$ cat config.mk
export PLATFORM = sky130hd
export DESIGN_NAME = bus_transfer_ctrl
export DESIGN_NICKNAME = d
export VERILOG_FILES = /design/src/rtl/bus_transfer_ctrl.sv
export SDC_FILE = /design/constraint.sdc
export NUM_CORES = 1
export LEC_CHECK = 0
export ABC_AREA = 1
export CELL_PAD_IN_SITES_DETAIL_PLACEMENT = 1
export CELL_PAD_IN_SITES_GLOBAL_PLACEMENT = 1
export CORE_MARGIN = 10
export CORE_UTILIZATION = 36
export DETAILED_ROUTE_END_ITERATION = 10
export PLACE_DENSITY = 0.79
export SETUP_SLACK_MARGIN = 0.02
export SKIP_LAST_GASP = 1
export SYNTH_ARGS = -nofsm -noshare
export SYNTH_HDL_FRONTEND = slang
export SYNTH_SLANG_ARGS = --single-unit
$ cat constraint.sdc
create_clock -name CLOCK -period 1.7 [get_ports CLOCK]
set_input_delay 0.34 -clock CLOCK [delete_from_list [all_inputs] [get_ports CLOCK]]
set_output_delay 0.34 -clock CLOCK [all_outputs]
set_load 0.05 [all_outputs]
$ cat src/rtl/bus_transfer_ctrl.sv
`default_nettype none
// ============================================================================
// Module   : bus_transfer_ctrl
// Brief    : Sequences register-to-register moves and single-register
//            increments over a shared bidirectional DATA bus.
// Revision : 1.0  initial release
// ============================================================================
module bus_transfer_ctrl #(
   parameter int NUM_REGS  = 8,
   parameter int SEL_WIDTH = 3
) (
   input  logic                 CLOCK,
   input  logic                 RESET,
   input  logic                 REQ,
   input  logic [SEL_WIDTH-1:0] SRC,
   input  logic [SEL_WIDTH-1:0] DST,
   input  logic                 INC_REQ,
   input  logic [SEL_WIDTH-1:0] INC_SEL,
   output logic [NUM_REGS-1:0]  EN,
   output logic [NUM_REGS-1:0]  RW,
   output logic [NUM_REGS-1:0]  COUNT,
   output logic                 BUSY,
   output logic                 DONE,
   output logic                 ERR
);

   typedef enum logic [1:0] {
      S_IDLE    = 2'd0,
      S_DRIVE   = 2'd1,
      S_CAPTURE = 2'd2,
      S_RELEASE = 2'd3
   } state_t;

   localparam logic [SEL_WIDTH:0]  c_num_regs = (SEL_WIDTH+1)'(NUM_REGS);
   localparam logic [NUM_REGS-1:0] c_one      = NUM_REGS'(1);

   state_t               r_state;
   logic [SEL_WIDTH-1:0] r_src;
   logic [SEL_WIDTH-1:0] r_dst;
   logic [NUM_REGS-1:0]  r_en;
   logic [NUM_REGS-1:0]  r_rw;
   logic [NUM_REGS-1:0]  r_count;
   logic                 r_busy;
   logic                 r_done;
   logic                 r_err;

   state_t               w_state_nxt;
   logic [SEL_WIDTH-1:0] w_src_nxt;
   logic [SEL_WIDTH-1:0] w_dst_nxt;
   logic [NUM_REGS-1:0]  w_en_nxt;
   logic [NUM_REGS-1:0]  w_rw_nxt;
   logic [NUM_REGS-1:0]  w_count_nxt;
   logic                 w_busy_nxt;
   logic                 w_done_nxt;
   logic                 w_err_nxt;
   logic [NUM_REGS-1:0]  w_src_oh;
   logic [NUM_REGS-1:0]  w_dst_oh;

   logic w_src_ok;
   logic w_dst_ok;
   logic w_inc_ok;

   assign w_src_ok = ({1'b0, SRC}     < c_num_regs);
   assign w_dst_ok = ({1'b0, DST}     < c_num_regs);
   assign w_inc_ok = ({1'b0, INC_SEL} < c_num_regs);

   always_comb begin
      w_state_nxt = r_state;
      w_src_nxt   = r_src;
      w_dst_nxt   = r_dst;
      w_count_nxt = '0;
      w_err_nxt   = 1'b0;

      case (r_state)
         S_IDLE: begin
            // A transfer request always takes priority; a coincident increment is dropped.
            if (REQ) begin
               if (w_src_ok && w_dst_ok && (SRC != DST)) begin
                  w_state_nxt = S_DRIVE;
                  w_src_nxt   = SRC;
                  w_dst_nxt   = DST;
               end else begin
                  w_err_nxt = 1'b1;
               end
            end else if (INC_REQ) begin
               if (w_inc_ok) begin
                  w_count_nxt = c_one << INC_SEL;
               end else begin
                  w_err_nxt = 1'b1;
               end
            end
         end
         S_DRIVE:   w_state_nxt = S_CAPTURE;
         S_CAPTURE: w_state_nxt = S_RELEASE;
         S_RELEASE: w_state_nxt = S_IDLE;
         default:   w_state_nxt = S_IDLE;
      endcase

      // Outputs are decoded from the upcoming state so they register in step with it.
      w_src_oh   = c_one << w_src_nxt;
      w_dst_oh   = c_one << w_dst_nxt;
      w_en_nxt   = '0;
      w_rw_nxt   = '1;
      w_busy_nxt = (w_state_nxt != S_IDLE);
      w_done_nxt = (w_state_nxt == S_RELEASE);
      case (w_state_nxt)
         S_DRIVE: w_en_nxt = w_src_oh;
         S_CAPTURE: begin
            w_en_nxt = w_src_oh | w_dst_oh;
            w_rw_nxt = ~w_dst_oh;
         end
         default: w_en_nxt = '0;
      endcase
   end

   always_ff @(posedge CLOCK or posedge RESET) begin
      if (RESET) begin
         r_state <= S_IDLE;
         r_src   <= '0;
         r_dst   <= '0;
         r_en    <= '0;
         r_rw    <= '1;
         r_count <= '0;
         r_busy  <= 1'b0;
         r_done  <= 1'b0;
         r_err   <= 1'b0;
      end else begin
         r_state <= w_state_nxt;
         r_src   <= w_src_nxt;
         r_dst   <= w_dst_nxt;
         r_en    <= w_en_nxt;
         r_rw    <= w_rw_nxt;
         r_count <= w_count_nxt;
         r_busy  <= w_busy_nxt;
         r_done  <= w_done_nxt;
         r_err   <= w_err_nxt;
      end
   end

   assign EN    = r_en;
   assign RW    = r_rw;
   assign COUNT = r_count;
   assign BUSY  = r_busy;
   assign DONE  = r_done;
   assign ERR   = r_err;

endmodule
`default_nettype wire

==> results.sh <==
export IMPL_outcome="complete, no violations"
export IMPL_crit_path_cell_trace="inv_2 > ha_2 > nand2_2 > inv_4 > buf_6 > nand3_1 > nand2_2 > nand3_1 > o21ai_1"
export IMPL_slowest_stage="dfrtp_1"
export IMPL_synth_distinct_cells=20
export IMPL_dpl_cell_area_mm2=0.00219
export IMPL_synth_seq_cells=35
export IMPL_dr_first_iter_drc_count=61
export IMPL_p_per_area_mw_per_mm2=1730
export IMPL_gp_congestion=0.804
export IMPL_io_buffers=39
export IMPL_clock_root_buffer="clkbuf_8"
export IMPL_pre_cts_slack_ps=-418
export IMPL_dp_cells=272
export IMPL_diodes=0
export IMPL_nNetsFinal=250
export IMPL_start_util_pct=38.0
export IMPL_htreeDepth=2
export IMPL_skew_ps=5.10
export IMPL_setup_tns_ps=0
export IMPL_max_slew_margin_rel_pct=85.5
export IMPL_clock_sinks=35
export IMPL_post_route_drc_count=0
export IMPL_cts_tree="built"
export IMPL_wl_um=4680
export IMPL_fin_ws_ps=92.3
export IMPL_drive_gt1_share_pct=45.7
export IMPL_sequentialPowerShare_pct=28.6
export IMPL_p_leak_nw=1.23
export IMPL_slew_violations=0
export IMPL_core_area_mm2=0.00412
export IMPL_ys_warn_count=0
export IMPL_vdd_ir_drop_max_mv=0.786
export IMPL_holdCritPathClass="input pin to async pin"
export IMPL_p_sw_share_pct=43.9
export IMPL_end_kind="flip-flop"
export IMPL_avgViaCountPerCell=4.77
export IMPL_ant_nets=0
export IMPL_max_freq_ghz=0.622
export IMPL_period_needed_ps=1610
export IMPL_grt_util_met3_pct=4.07
export IMPL_clkPwrFrac_pct=18.8
export IMPL_tightestPinTransition_ps=217
export IMPL_first_pass_iters=4
export IMPL_insertion_delay_ps=290
export IMPL_grt_max_degree=36
export IMPL_track_usage_pct=12.6
export IMPL_setup_viol=0
export IMPL_synth_cells=166
export IMPL_rows=23
export IMPL_crit_required_ps=1900
export IMPL_wl_per_cell_um=16.5
export IMPL_synth_edff_count=0
export IMPL_syn_area_mm2=0.00156
export IMPL_synth_avg_cell_area_um2=9.42
export IMPL_grtUsageMet2_pct=22.6
export IMPL_grt_pass1_vias=1407
export IMPL_ios=40
export IMPL_ys_flop_type="dfrtp_1"
export IMPL_syn_nets=183
export IMPL_ys_seq_area_share_pct=56.6
export IMPL_p_int_w=0.00232
export IMPL_grt_pass1_wl_um=7350
export IMPL_worstSetupPathType="flip-flop to flip-flop"
export IMPL_crit_arrival_ps=1810
export IMPL_dieArea_mm2=0.00738
export IMPL_combPwrFrac_pct=52.7
export IMPL_cp_start_kind="flip-flop"
export IMPL_die_h_um=85.9
export IMPL_cap_viol_max_count=0
export IMPL_hold_violations=0
export IMPL_die_w_um=85.9
export IMPL_route_vias_total=1356
export IMPL_fin_crit_sh_pct=94.6
export IMPL_cts_max_path_buffers=2
export IMPL_async_reset_ff_share_pct=100
export IMPL_numCtsBuffers=5
export IMPL_power_switching_w=0.00181
export IMPL_mostFrequentLayoutCells="buf_4, dfrtp_1, nand2_1"
export IMPL_critPathMaxFanout=9
export IMPL_place_hpwl_um=3510
export IMPL_layout_commonest_cell="buf_4"
export IMPL_grt_overflow=0
export IMPL_postLayoutCellArea_mm2=0.00239
export IMPL_critPathMaxStageDelay_ps=400
export IMPL_gr_usage_met1_pct=13.3
export IMPL_clk_pin_slew_worst_paths_ps=70
export IMPL_busiest_layer="met2"
export IMPL_fillers=463
export IMPL_area_growth_pct=53.1
export IMPL_antenna_found_initial=0
export IMPL_instances_no_fill=284
final timing paths:
path | startpoint | endpoint | slack [ps] | cells past startpoint
worst max register to register | r_state[1] | EN[3] | 90 | 9
worst min-delay path | RESET | COUNT[7] | 400 | 3
min in group CLOCK | SRC[0] | r_src[0] | 570 | 3
worst max-delay path | r_state[1] | EN[3] | 90 | 9
max in group asynchronous | RESET | RW[1] | 1050 | 3
worst min register to register | r_src[2] | r_src[2] | 580 | 2
layer usage:
metal | wire length [um] | share of wire [%] | up-vias
li1 | - | - | 644
met1 | 1860 | 40 | 682
met2 | 2570 | 55 | 25
met3 | 186 | 4.0 | 5
met4 | 56 | 1.2 | 0
met5 | 0 | 0 | -
area by class of cell:
cell class | count | area (um2) | share of cell area, %
Inverter | 25 | 96.3 | 4.02
Sequential cell | 35 | 886 | 37.0
Clock buffer | 6 | 82.6 | 3.45
Multi-Input combinational cell | 103 | 608 | 25.4
Timing Repair Buffer | 63 | 624 | 26.1
Tap cell | 50 | 62.6 | 2.61
Clock inverter | 2 | 35.0 | 1.46
kinds of logic (layout without fill, tap and decap cells):
kind of cell,count (synthesis),count (layout),synth area share (%)
AOI/OAI and AO/OA,8,8,2.56
buffers and inverters,28,96,7.92
adders and majority gates,4,4,3.20
and+or+nand+nor,90,90,29.1
xor gates and xnor gates,1,1,0.560
DFF,35,35,56.6
flip-flops by register name, indices dropped and copies added, names as in the netlist:
| signal | flops |
|---|---|
| r_state | 2 |
| COUNT | 8 |
| BUSY | 1 |
| r_dst | 3 |
| DONE | 1 |
| RW | 8 |
| ERR | 1 |
| EN | 8 |
| r_src | 3 |
repair_timing:
action / 4_1_cts / 5_1_grt
setup buffers: 1 / 3
resized for setup: 18 / 8
gates cloned: 0 / 0
setup endpoints to repair: 13 / 9
pin swaps: 2 / 5
hold buffers: 0 / 0
worst max-delay path, delay by kind of cell, from the launching register on:
kind | cells | cell delay [ps]
flip-flops | 1 | 400
adder cells (fa/ha/maj) | 1 | 190
AND/OR/NAND/NOR | 4 | 420
AO/OA/AOI/OAI | 1 | 180
buffers and inverters | 3 | 330
power by group through the flow:
stage / Sequential, W / Combinational [W] / Clock [W]
floorplan: 0.00160 / 0.000831 / 0
global placement: 0.00118 / 0.00190 / 0
detailed placement: 0.00119 / 0.00197 / 0
CTS: 0.00118 / 0.00206 / 0.000791
global route: 0.00120 / 0.00236 / 0.000835
finish: 0.00118 / 0.00218 / 0.000775
Yosys cell counts (2+ instances only):
master | count | share of area, %
nand2_4 | 2 | 1.4
nand2_1 | 34 | 8.2
ha_1 | 4 | 3.2
nand4_1 | 2 | 0.80
buf_6 | 2 | 1.4
o21ai_1 | 4 | 1.3
inv_1 | 24 | 5.8
dfrtp_1 | 27 | 43
nand2_2 | 13 | 5.2
nand3_2 | 3 | 1.9
nor2_2 | 5 | 2.0
a21oi_1 | 4 | 1.3
dfstp_2 | 8 | 13
nor2_1 | 11 | 2.6
nand3_1 | 18 | 5.8
metrics by stage:
step                      utilization [%]  power [W]  hold slack [ps]
after global routing                 58.2    0.00440              442
after floorplan                         -    0.00243              477
after CTS                            57.1    0.00404              411
after detailed placement             53.3    0.00316              538
after global placement               53.3    0.00307              523
final                                58.2    0.00413              404
No activity file was read; power rests on OpenSTA's default activity.
